### src/rtl/mem32_seq.sv
// Sequences 32-bit or single-byte stores/fetches onto an 8-bit synchronous single-port RAM,
// one byte per cycle, little-endian, with registered RAM-side outputs.
module mem32_seq #(
  parameter int unsigned ASZ = 17,
  parameter int unsigned DSZ = 8
) (
  input  logic           clk,
  input  logic           rst_n,
  input  logic           req,
  input  logic           wr,
  input  logic           bsz,
  input  logic [ASZ-1:0] addr,
  input  logic [31:0]    wdata,
  output logic [31:0]    rdata,
  output logic           busy,
  output logic           done,
  output logic           mem_we,
  output logic [ASZ-1:0] mem_ai,
  output logic [DSZ-1:0] mem_vi,
  input  logic [DSZ-1:0] mem_vo
);

  typedef enum logic [1:0] {StIdle, StWrite, StRead, StDone} state_e;

  state_e         state_q, state_d;
  logic [2:0]     cnt_q, cnt_d;
  logic           bsz_q, bsz_d;
  logic [ASZ-1:0] addr_q, addr_d;
  logic [31:0]    wdata_q, wdata_d;
  logic [31:0]    rdata_q, rdata_d;
  logic           mem_we_q, mem_we_d;
  logic [ASZ-1:0] mem_ai_q, mem_ai_d;
  logic [DSZ-1:0] mem_vi_q, mem_vi_d;

  logic [2:0]     nbeats;
  logic [ASZ-1:0] beat_addr;
  logic [1:0]     cap_idx;

  assign nbeats    = bsz_q ? 3'd1 : 3'd4;
  assign beat_addr = addr_q + ASZ'(cnt_q);
  // RAM data for the address issued at count c arrives two counts later.
  assign cap_idx   = cnt_q[1:0] - 2'd2;

  always_comb begin
    state_d  = state_q;
    cnt_d    = cnt_q;
    bsz_d    = bsz_q;
    addr_d   = addr_q;
    wdata_d  = wdata_q;
    rdata_d  = rdata_q;
    mem_we_d = 1'b0;
    mem_ai_d = mem_ai_q;
    mem_vi_d = '0;
    unique case (state_q)
      StIdle: begin
        if (req) begin
          bsz_d   = bsz;
          addr_d  = addr;
          wdata_d = wdata;
          cnt_d   = 3'd0;
          if (wr) begin
            state_d = StWrite;
          end else begin
            state_d = StRead;
            rdata_d = '0;
          end
        end
      end
      StWrite: begin
        if (cnt_q < nbeats) begin
          mem_we_d = 1'b1;
          mem_ai_d = beat_addr;
          mem_vi_d = DSZ'(wdata_q >> {cnt_q[1:0], 3'b000});
          cnt_d    = cnt_q + 3'd1;
        end else begin
          state_d = StDone;
        end
      end
      StRead: begin
        if (cnt_q < nbeats) begin
          mem_ai_d = beat_addr;
        end
        if (cnt_q >= 3'd2) begin
          rdata_d[{cap_idx, 3'b000} +: 8] = 8'(mem_vo);
        end
        cnt_d = cnt_q + 3'd1;
        if (cnt_q == nbeats + 3'd1) begin
          state_d = StDone;
        end
      end
      StDone: begin
        state_d = StIdle;
      end
      default: begin
        state_d = StIdle;
      end
    endcase
  end

  always_ff @(posedge clk or negedge rst_n) begin
    if (!rst_n) begin
      state_q  <= StIdle;
      cnt_q    <= '0;
      bsz_q    <= 1'b0;
      addr_q   <= '0;
      wdata_q  <= '0;
      rdata_q  <= '0;
      mem_we_q <= 1'b0;
      mem_ai_q <= '0;
      mem_vi_q <= '0;
    end else begin
      state_q  <= state_d;
      cnt_q    <= cnt_d;
      bsz_q    <= bsz_d;
      addr_q   <= addr_d;
      wdata_q  <= wdata_d;
      rdata_q  <= rdata_d;
      mem_we_q <= mem_we_d;
      mem_ai_q <= mem_ai_d;
      mem_vi_q <= mem_vi_d;
    end
  end

  assign rdata  = rdata_q;
  assign busy   = (state_q != StIdle);
  assign done   = (state_q == StDone);
  assign mem_we = mem_we_q;
  assign mem_ai = mem_ai_q;
  assign mem_vi = mem_vi_q;

endmodule

### config.mk
export PLATFORM = sky130hd
export DESIGN_NAME = mem32_seq
export DESIGN_NICKNAME = d
export VERILOG_FILES = /design/src/rtl/mem32_seq.sv
export SDC_FILE = /design/constraint.sdc
export NUM_CORES = 1
export LEC_CHECK = 0
export ABC_AREA = 1
export BUFFER_PORTS_ARGS = -buffer_cell sky130_fd_sc_hd__buf_4
export CORE_ASPECT_RATIO = 0.8
export CORE_UTILIZATION = 50
export CTS_CLUSTER_SIZE = 28
export DETAILED_ROUTE_END_ITERATION = 16
export PLACE_DENSITY = 0.74
export REMOVE_ABC_BUFFERS = 1
export SLEW_MARGIN = 20
export SYNTH_ARGS = -nofsm -noshare
export SYNTH_HDL_FRONTEND = slang
export SYNTH_SLANG_ARGS = --single-unit
### constraint.sdc
create_clock -name clk -period 3.6 [get_ports clk]
set_clock_uncertainty 0.15 [all_clocks]
set_input_delay 0 -clock clk [delete_from_list [all_inputs] [get_ports clk]]
set_output_delay 0 -clock clk [all_outputs]
set_load 0.01 [all_outputs]
# Word-level counts from Yosys, hierarchy flattened
# Index checks and enable logic that the tools add are counted.
# totals
output_inout_bits,60
in_bits,62
word_cells,57
ff_bits,113
# classes
n_mux,18
n_reduce_logical,10
add_sub_neg,5
eq_ne,10
shift,3
n_lt_le_gt_ge,2
# ops
operator,n
32-bit 2-to-1 mux,3
32-bit one-hot mux with 2 select lines,1
32-bit bitwise mux,1
"8-bit by 7-bit variable shift with 32-bit output, first input constant",1
8-bit by 7-bit indexed part select with 32-bit output,1
32-bit by 5-bit >> shifter with 8-bit output,1
17-bit by 3-bit adder with 17-bit output,1
8-bit 2-to-1 mux,2
"2-bit != test, second input constant",6
3-bit 2-to-1 mux,3
3-bit one-hot mux with 3 select lines,1
2-bit 2-to-1 mux,4
2-bit one-hot mux with 4 select lines,1
5-bit negator with 7-bit output,1
"3-bit by 1-bit adder with 3-bit output, second input constant",2
3-bit AND reduction,2
"2-bit == test, second input constant",2
2-bit AND reduction,2
4-bit AND reduction,1
2-bit nonzero test,2
3-bit == test,1
"3-bit by 2-bit >= comparator with 1-bit output, second input constant",1
3-bit less-than comparator,1
3-bit nonzero test,1
other kinds (5),6

# Longest topological paths before layout
# logic_depth
depth_word,6
mapped_depth,10
ltp_nobuf,10

# Worst setup path after synthesis
# Ideal clock, no wire load.
# synth_timing
kind,register to register
startpoint,register cnt_q[0]
endpoint,register rdata_q[12] (netlist: rdata[12])
n_path_buf,1
arrival_ps,1889
stages_incl_launch_ff,9
setup_time_ps,74
period_less_slack_ps,2113
slack_ps,1487
required_time_ps,3376
path_cell_list,dfrtp_1 inv_1 clkbuf_1 ha_1 inv_1 nand2_1 nor2_1 nand3_1 o21ai_2
# synth_via
elab_chain_len,6
elab_cells_between_ends,10
cone_classes,2 x add/sub; 1 x order compare; 1 x eq/ne; 2 x shift; 3 x mux; 1 x reduce/logical
# synth_lines
item,line_no,rtl
from (decl),26,"logic [2:0] cnt_q, cnt_d;"
from (signal assigned),113,cnt_q <= cnt_d;
2-bit subtractor,42,assign cap_idx = cnt_q[1:0] - 2'd2;
5-bit negator with 7-bit output,84,"rdata_d[{cap_idx, 3'b000} +: 8] = 8'(mem_vo);"
8-bit by 7-bit indexed part select with 32-bit output or 8-bit by 7-bit variable shift with 32-bit output (tied branches),84,
32-bit bitwise mux,84,
32-bit 2-to-1 mux,83,if (cnt_q >= 3'd2) begin
32-bit one-hot mux with 2 select lines,54,unique case (state_q)
to (signal assigned),117,rdata_q <= rdata_d;
to (decl),30,"logic [31:0] rdata_q, rdata_d;"
# Parallel ways exist; a longest one is shown, timed or not. The select of a mux whose other input is x is not followed.
# A chain may end at the register's enable or synchronous reset.

# Final worst setup path
# layout_timing
startpoint,register cnt_q[1]
endpoint,register mem_ai_q[16] (netlist: mem_ai[16])
# layout_via
elab_chain_len,2
elab_cells_between_ends,3
cone_classes,1 x add/sub; 1 x order compare; 1 x reduce/logical
# layout_lines
item,line_no,rtl
branches (longest 2 deep; another with 17-bit by 3-bit adder with 17-bit output),--,
to (signal assigned),119,mem_ai_q <= mem_ai_d;
to (decl),32,"logic [ASZ-1:0] mem_ai_q, mem_ai_d;"
# Several ways; the timed one is not identified.

==> metrics.md <==
| Metric | Value |
|---|---|
| PortBufs | `121` |
| Placer congestion estimate | `0.8205` |
| Setup TNS | `0 ns` |
| Sink Count | `113` |
| Max-slew headroom | `0.5059` |
| CP Data Arrival Time | `2.60 ns` |
| DRT antenna net count | `0` |
| IO Count | `122` |
| Clock Latency Late Sink | `0.40 ns` |
| Pre-antenna DRT Iters | `5` |
| Clk buf depth | `2` |
| Final period util | `0.6692` |
| Die area | `11270 um^2` |
| H-tree depth | `4` |
| RSZ-0062 raised after global routing | `false` |
| Yosys Warn Count | `0` |
| # resized after CTS | `0` |
| Worst Hold Class | `in2async` |
| Mapped cell area | `5423 um^2` |
| Fraction of final layout cells sized beyond drive strength 1 | `0.2947` |
| Vias per cell | `5.087` |
| Final hold vios | `0` |
| Fmax | `415.1 MHz` |
| Post-synth cell types | `28` |
| Filler cells | `783` |
| Grt total ovfl | `0` |
| Nets | `840` |
| Critical Path Fanout Max | `23` |
| DR WL/cell | `14.58 um` |
| Final setup viols | `0` |
| Cell Rows | `33` |
| Synth-to-Final Area Change | `38.72%` |
| PwrDens | `794.9 nW/um^2` |
| Final core utilization | `0.7229` |
| CTS root buffer | `clkbuf_16` |
| Worst-path clk slew | `0.05 ns` |
| Worst-Margin Slew | `0.7393 ns` |
| Synth Register Bits | `113` |
| ANT cells | `0` |
| Die Span X | `118.4 um` |
| Vias in the first global route | `4735` |
| Total GRT Usage | `0.2521` |
| Status | `completed` |
| Post-synthesis sequential area ratio | `0.5215` |
| DR vias | `4614` |
| Cts bufs inserted | `17` |
| Initial Util | `0.5212` |
| Worst setup SP type | `register` |
| Dpl hpwl | `8585 um` |
| Critical path capture point type | `register` |
| Crit path kind | `reg2reg` |
| Total Wirelength | `13220 um` |
| Die Ht | `95.15 um` |
| Syn Inst Count | `575` |
| Number of remaining DRC errors | `0` |
| Maximum vdd drop | `0.4282 mV` |
| Initial DRC count | `295` |
| Largest net degree at the start of global routing | `60` |
| Maxcap violations | `0` |
| P_leak | `0.003698 uW` |
| CTS tree | `done` |
| Max-slew violations | `0` |
| Worst Hold Slack | `0.06363 ns` |
| CP required | `3.79 ns` |
| First-pass GRT wire length | `21980 um` |
| Initial antenna violation count | `0` |
| Post-Syn Area per Cell | `9.431 um^2` |
| Clock period minus worst slack | `2.409 ns` |
| Core area | `10410 um^2` |
[synthesized netlist by cell type (all sizes together)]
cell,n,share of area
a211o,1,0.0016
a21oi,18,0.017
a31oi,1,0.0039
buf,17,0.021
clkbuf,4,0.0028
dfrtp,113,0.52
fa,1,0.0037
ha,16,0.037
inv,37,0.026
mux2,41,0.085
nand2,150,0.10
nand3,36,0.037
nand4,5,0.0058
nor2,65,0.046
nor3,2,0.0028
o21ai,60,0.073
o21bai,2,0.0028
xnor2,3,0.0048
xor2,3,0.0048
[worst max-delay path: stages (launching register included)]
cell and delay (ns):
dfrtp_1 0.35, buf_4 0.20, inv_2 0.22, nand2_1 0.10, a21oi_2 0.14, nand2_1 0.45, inv_1 0.52, nand3_1 0.13
nand2_1 0.07
[metrics by stage]
stage / power [uW] / instances / setup WS, ns / cell area [um^2]
2_1_floorplan: 3680 / 554 / 1.014 / 5293
3_3_place_gp: 4419 / 821 / 1.277 / 6424
3_5_place_dp: 4511 / 821 / 1.181 / 6424
4_1_cts: 6010 / 907 / 1.167 / 7522
5_1_grt: 6421 / 907 / 0.9222 / 7522
6_report: 5979 / 907 / 1.191 / 7522
[where the power goes]
group,internal [uW],leakage [uW],switching (uW),total (uW)
Clock,898,0.000242,499,1400
Sequential,1760,0.00142,338,2100
Combinational,1030,0.00204,1450,2480
[cells by family (layout without fill, tap and decap cells)]
kind of cell | after synthesis | in the layout | synth area share
adders and majority gates | 17 | 17 | 0.04061
AOI/OAI and AO/OA | 82 | 82 | 0.09829
and+or+nand+nor | 258 | 258 | 0.1952
DFF | 113 | 113 | 0.5215
xor gates and xnor gates | 6 | 6 | 0.009693
muxes | 41 | 41 | 0.08514
buffers and inverters | 58 | 250 | 0.04960
[sequential cells by signal (all words and copies together), names as in the netlist]
signal,flops
state_q,2
mem_vi,8
addr_q,17
mem_we,1
bsz_q,1
wdata_q,32
rdata,32
mem_ai,17
cnt_q,3
[timing repair]
action / CTS / global route
endpoints found under the hold margin: 141 / 0
buffers inserted: 0 / 0
hold buffers: 61 / 0
[layer usage]
layer,track usage,up-vias,wire length (um)
met2,0.4319,156,6556
met1,0.3145,2206,5793
li1,-,2238,-
met4,0.08755,0,142
met5,0,-,0
met3,0.06459,14,730
[cell usage in the layout (no fill, tap or decap), drive strengths merged]
cell type / count
a211o: 1
clkinv: 2
buf: 127
o21ai: 60
clkbuf: 23
nor2: 65
ha: 16
mux2: 41
xnor2: 3
inv: 37
dlygate4sd3: 61
o21bai: 2
xor2: 3
nand3: 36
a21oi: 18
nand4: 5
a31oi: 1
nor3: 2
fa: 1
nand2: 150
dfrtp: 113
[final timing paths]
check                      cells past startpoint  slack [ns]           to  startpoint
max                                            8        1.19   mem_ai[16]    cnt_q[1]
min                                            2        0.06     rdata[2]       rst_n
max reg2reg                                    8        1.19   mem_ai[16]    cnt_q[1]
min reg2reg                                    2        0.33     rdata[3]    rdata[3]
max in group asynchronous                      3        2.39  wdata_q[10]       rst_n
min in group clk                               3        0.21  wdata_q[16]   wdata[16]
[final cells by class]
| cell class | count | area, um^2 | area share |
|---|---|---|---|
| sequential | 113 | 2828 | 0.3759 |
| multi-input combinational | 404 | 2328 | 0.3095 |
| timing repair buffer | 188 | 1564 | 0.2079 |
| clock buffer | 23 | 478.0 | 0.06354 |
| tap | 140 | 175.2 | 0.02329 |
| inverter | 37 | 138.9 | 0.01846 |
| clock inverter | 2 | 10.01 | 0.001331 |
(Power assumes the default switching activity.)
